==> config.mk <==
export PLATFORM = sky130hd
export DESIGN_NAME = fp_accum_seq
export DESIGN_NICKNAME = d
export VERILOG_FILES = /design/src/rtl/fp_accum_seq.sv
export SDC_FILE = /design/constraint.sdc
export NUM_CORES = 1
export LEC_CHECK = 0
export CELL_PAD_IN_SITES_DETAIL_PLACEMENT = 2
export CELL_PAD_IN_SITES_GLOBAL_PLACEMENT = 2
export CORE_ASPECT_RATIO = 0.5
export CORE_MARGIN = 10
export CORE_UTILIZATION = 31
export CTS_BUF_LIST = sky130_fd_sc_hd__clkbuf_4 sky130_fd_sc_hd__clkbuf_8
export DETAILED_ROUTE_END_ITERATION = 10
export PLACE_DENSITY = 0.9
export SLEW_MARGIN = 20
export SYNTH_ARGS = -nofsm -noshare
export SYNTH_HDL_FRONTEND = slang
export SYNTH_SLANG_ARGS = --single-unit
==> constraint.sdc <==
create_clock -name clk -period 5.6 [get_ports clk]
set_clock_uncertainty 0.2 [all_clocks]
set_input_delay 1.12 -clock clk [delete_from_list [all_inputs] [get_ports clk]]
set_output_delay 1.12 -clock clk [all_outputs]
set_load 0.005 [all_outputs]
==> src/rtl/fp_accum_seq.sv <==
// Sequential floating-point accumulator: folds a stream of `len` operands into one
// sum through an external FP adder handshake, with a watchdog on adder latency.
module fp_accum_seq #(
  parameter int exponent = 8,
  parameter int mantissa = 23,
  parameter int CNT_W    = 8,
  parameter int TIMEOUT  = 15
) (
  input  logic                       clk,
  input  logic                       rst,
  input  logic                       start,
  input  logic [CNT_W-1:0]           len,
  input  logic [exponent+mantissa:0] in_data,
  input  logic                       in_valid,
  output logic                       in_ready,
  output logic                       add_start,
  output logic [exponent+mantissa:0] add_in1,
  output logic [exponent+mantissa:0] add_in2,
  input  logic                       add_busy,
  input  logic                       add_valid,
  input  logic [exponent+mantissa:0] add_out,
  output logic                       busy,
  output logic                       done,
  output logic                       err,
  output logic [exponent+mantissa:0] result
);

  localparam int W    = exponent + mantissa + 1;
  localparam int WD_W = (TIMEOUT < 2) ? 1 : $clog2(TIMEOUT + 1);

  typedef enum logic [2:0] {IDLE, WAIT_IN, ISSUE, WAIT_ADD, FINISH} state_t;

  state_t           state, state_next;
  logic [CNT_W-1:0] remaining;
  logic             have_acc;
  logic [W-1:0]     acc;
  logic [WD_W-1:0]  wdog;
  logic             last_op;
  logic             timeout;

  assign last_op = (remaining == CNT_W'(1));
  assign timeout = (state == WAIT_ADD) && !add_valid && (wdog == WD_W'(TIMEOUT - 1));

  // NOTE: sequential state uses non-blocking assignments only, so every flop
  // samples the pre-edge values regardless of block ordering.
  always_ff @(posedge clk) begin
    if (!rst) state <= IDLE;
    else      state <= state_next;
  end

  // NOTE: every output of this block is given a default first, so no path
  // through the case statement can leave a signal unassigned and infer a latch.
  always_comb begin
    state_next = state;
    in_ready   = 1'b0;
    add_start  = 1'b0;
    done       = 1'b0;
    busy       = (state != IDLE);
    unique case (state)
      IDLE: begin
        if (start) state_next = (len == '0) ? FINISH : WAIT_IN;
      end
      WAIT_IN: begin
        in_ready = 1'b1;
        if (in_valid) begin
          if (!have_acc) state_next = last_op ? FINISH : WAIT_IN;
          else           state_next = ISSUE;
        end
      end
      ISSUE: begin
        if (!add_busy) begin
          add_start  = 1'b1;
          state_next = WAIT_ADD;
        end
      end
      WAIT_ADD: begin
        if (add_valid)    state_next = last_op ? FINISH : WAIT_IN;
        else if (timeout) state_next = IDLE;
      end
      FINISH: begin
        done       = 1'b1;
        state_next = IDLE;
      end
      default: state_next = IDLE;
    endcase
  end

  // result is loaded on the edge that enters FINISH so it is already valid
  // during the cycle done is high.
  always_ff @(posedge clk) begin
    if (!rst) begin
      remaining <= '0;
      have_acc  <= 1'b0;
      acc       <= '0;
      wdog      <= '0;
      add_in1   <= '0;
      add_in2   <= '0;
      result    <= '0;
      err       <= 1'b0;
    end else begin
      err <= timeout;
      unique case (state)
        IDLE: begin
          if (start) begin
            remaining <= len;
            have_acc  <= 1'b0;
            acc       <= '0;
            if (len == '0) result <= '0;
          end
        end
        WAIT_IN: begin
          if (in_valid) begin
            if (!have_acc) begin
              acc       <= in_data;
              have_acc  <= 1'b1;
              remaining <= remaining - CNT_W'(1);
              if (last_op) result <= in_data;
            end else begin
              add_in1 <= acc;
              add_in2 <= in_data;
            end
          end
        end
        ISSUE: wdog <= '0;
        WAIT_ADD: begin
          if (add_valid) begin
            acc       <= add_out;
            remaining <= remaining - CNT_W'(1);
            if (last_op) result <= add_out;
          end else if (!timeout) begin
            wdog <= wdog + WD_W'(1);
          end
        end
        default: ;
      endcase
    end
  end

endmodule

==> results.ini <==
[logic_synthesis]
synth_edf_count = 0
synthFlopType = dfxtp_1
yosysSeqAreaShare = 0.469
yosysWarnings = 0
synthesis.nets = 794
async_flop_share = 0
ys_ff_latch = 145
synthCells = 712
synthDistinctLibCells = 53
syn_area_per_cell_sq_um = 8.69
syn_area_sq_um = 6190

[die]
die_y_microns = 120
start_util = 0.316
die-area_sq_um = 26300
core_area_sq_um = 19500
io_pins = 179
die_w_microns = 220
rows = 36

[placement]
dpl-instance-area_sq_um = 8120
port_buffers = 178
dp.cells = 1107
place.gp.congestion = 0.774
dp_hpwl_mm = 17.3

[power]
power_w = 0.00267
switchingPower_w = 0.000848
switching_share = 0.317
comb_power_share = 0.221
power.leakage_nw = 3.06
clkPwrFrac = 0.342
irDropWorstVdd_uv = 148
power_density_nw_per_um2 = 313
p_int_w = 0.00183
p_seq_frac = 0.437

[detailed_routing]
wl_met3_microns = 740
vias = 5972
route.met2.wl_mm = 13.7
vias_per_cell = 5.24
drt_iter0_drc = 384
wl_per_cell_microns = 22.5
wl_met1_mm = 10.5
dr.max_layer_used = met4
routed_wl_mm = 25.6
ant_nets = 0
firstDrtPassIters = 4
drc = 0

[critical_path]
crit_family = simple AND/OR/NAND/NOR gates
reg2reg_slack_ps = 1930
worst_path_largest_cell_delay_ps = 960
crit_type = reg2out
crit_fanout = 20
crit_path_start_kind = flip-flop
crit_required_ps = 4280
critPathSlowestCell = nor3b_4
crit_chain = nor3b_4 > clkdlybuf4s50_1
endpoint_kind = output pin
worst-path-buf-inv = 1
worstPathArrival_ps = 2840

[clock_tree]
cts_resized = 0
clockBufferDepth = 2
post_cts_buffers = 0
tritoncts = built
worst_skew_pair.late_latency_ps = 460
cts_buffers = 17
clockRootBuffer = clkbuf_8
cts_sinks = 145
cts.clk_slew.worst_paths_ps = 90
hold_buffers = 0
htree_levels = 4

[sta]
fin_crit_sh = 0.742
fin_setup_tns_ps = 0
rsz0062_at_grt = no
maxSlewHeadroom = 0.302
fmax_mhz = 241
min_period_ps = 4160
slew_viol_final = 0
setup_viol = 0
hold_viol = 0
worst_pin_slew_ps = 1050

[final_layout]
utilization = 0.438
layout-drive-gt1-share = 0.0962
fin_area_sq_um = 8560
nets = 942
diodes = 0
final_cells = 1139
area_growth_syn_to_layout_pct = 38.3

[outcome]
status = finished clean

[global_routing]
first_global_vias = 6722
grt_pass1_wl_mm = 39.8
grt_overflow_total = 0
antenna_found_initial = 0
track_usage = 0.192
grt_max_degree = 83

[min_path]
min_path_type = reg2reg

[job]
drv_cap = 0

worst paths after layout:
check,start,end,cells past startpoint
min reg2reg,add_in1[27]$_SDFFE_PN0P_,add_in1[27]$_SDFFE_PN0P_,2
max,state[0]$_SDFFE_PN0P_,in_ready,2
min,add_in1[27]$_SDFFE_PN0P_,add_in1[27]$_SDFFE_PN0P_,2
max reg2reg,state[0]$_SDFFE_PN0P_,add_in2[18]$_SDFFE_PN0P_,5
per-stage QoR:
step           hold WS [ps]  setup WS (ps)
2_1_floorplan           233           2860
3_3_place_gp            237           1700
3_5_place_dp            250           1590
4_1_cts                 265           1460
5_1_grt                 285           1260
6_report                262           1440
Yosys cell counts, types with 4 or more instances:
library cell / instances / area (sq um)
a211oi_1: 30 / 225
a21oi_1: 80 / 400
a22o_1: 4 / 35.0
a22oi_1: 31 / 233
a32o_1: 4 / 40.0
and2_1: 31 / 194
buf_1: 5 / 18.8
buf_2: 14 / 70.1
clkbuf_1: 36 / 135
dfxtp_1: 145 / 2900
ha_1: 4 / 50.1
inv_1: 5 / 18.8
mux2_2: 4 / 45.0
mux2_4: 27 / 405
nand2_1: 146 / 548
nand3_1: 4 / 20.0
nor2_1: 41 / 154
nor2b_1: 6 / 37.5
nor3_1: 39 / 195
o22ai_1: 5 / 31.3
cell usage in the layout, fill, tap and decap left out, types with 4 or more instances in the layout:
cell / n
mux2_4: 27
ha_1: 4
and2_1: 31
clkbuf_8: 19
nand2_1: 146
a22oi_1: 31
a21oi_1: 80
buf_4: 10
o22ai_1: 5
a32o_1: 4
clkdlybuf4s50_1: 177
nor2b_1: 6
a22o_1: 4
nor3_1: 39
a211oi_1: 30
mux2_2: 4
dfxtp_1: 145
nor2_1: 41
inv_1: 4
cells by family (layout without fill, tap and decap cells):
| family | count (synthesis) | count (layout) | synth area share |
|---|---|---|---|
| simple gates | 288 | 288 | 0.214 |
| mux | 34 | 34 | 0.0777 |
| fa+ha+maj | 4 | 4 | 0.00809 |
| flops | 145 | 145 | 0.469 |
| buf+inv | 64 | 225 | 0.0459 |
| compound gates | 177 | 177 | 0.185 |
power by group through the flow:
stage          logic [W]  clock network, W  registers [W]
6_report        0.000591          0.000914        0.00117
5_1_grt         0.000642          0.000976        0.00118
4_1_cts         0.000590          0.000927        0.00117
3_5_place_dp    0.000580                 0        0.00119
3_3_place_gp    0.000548                 0        0.00118
2_1_floorplan   0.000364                 0        0.00117
tightest hold or removal path, stage by stage, from the launching register on:
cell and delay (ps):
dfxtp_1 310, nand2_1 50, a21oi_1 50
flip-flops by register name, indices dropped and copies added (netlist names):
name       count
acc           32
add_in1       32
add_in2       32
err            1
have_acc       1
remaining      8
result        32
state          3
wdog           4
area by class of cell:
cell class,count,area (sq um)
Multi-Input combinational cell,503,3020
Sequential cell,145,2900
Tap cell,266,333
Inverter,5,21.3
Fill cell,2114,11000
Clock buffer,20,269
Clock inverter,12,158
Timing Repair Buffer,188,1850
layer usage:
metal  global-route usage  vias up
met2                0.362      103
met1                0.212     3055
li1                     -     2777
met4               0.0659        0
met3               0.0336       37
met5                    0        -
Power figures use the tool's default switching activity.
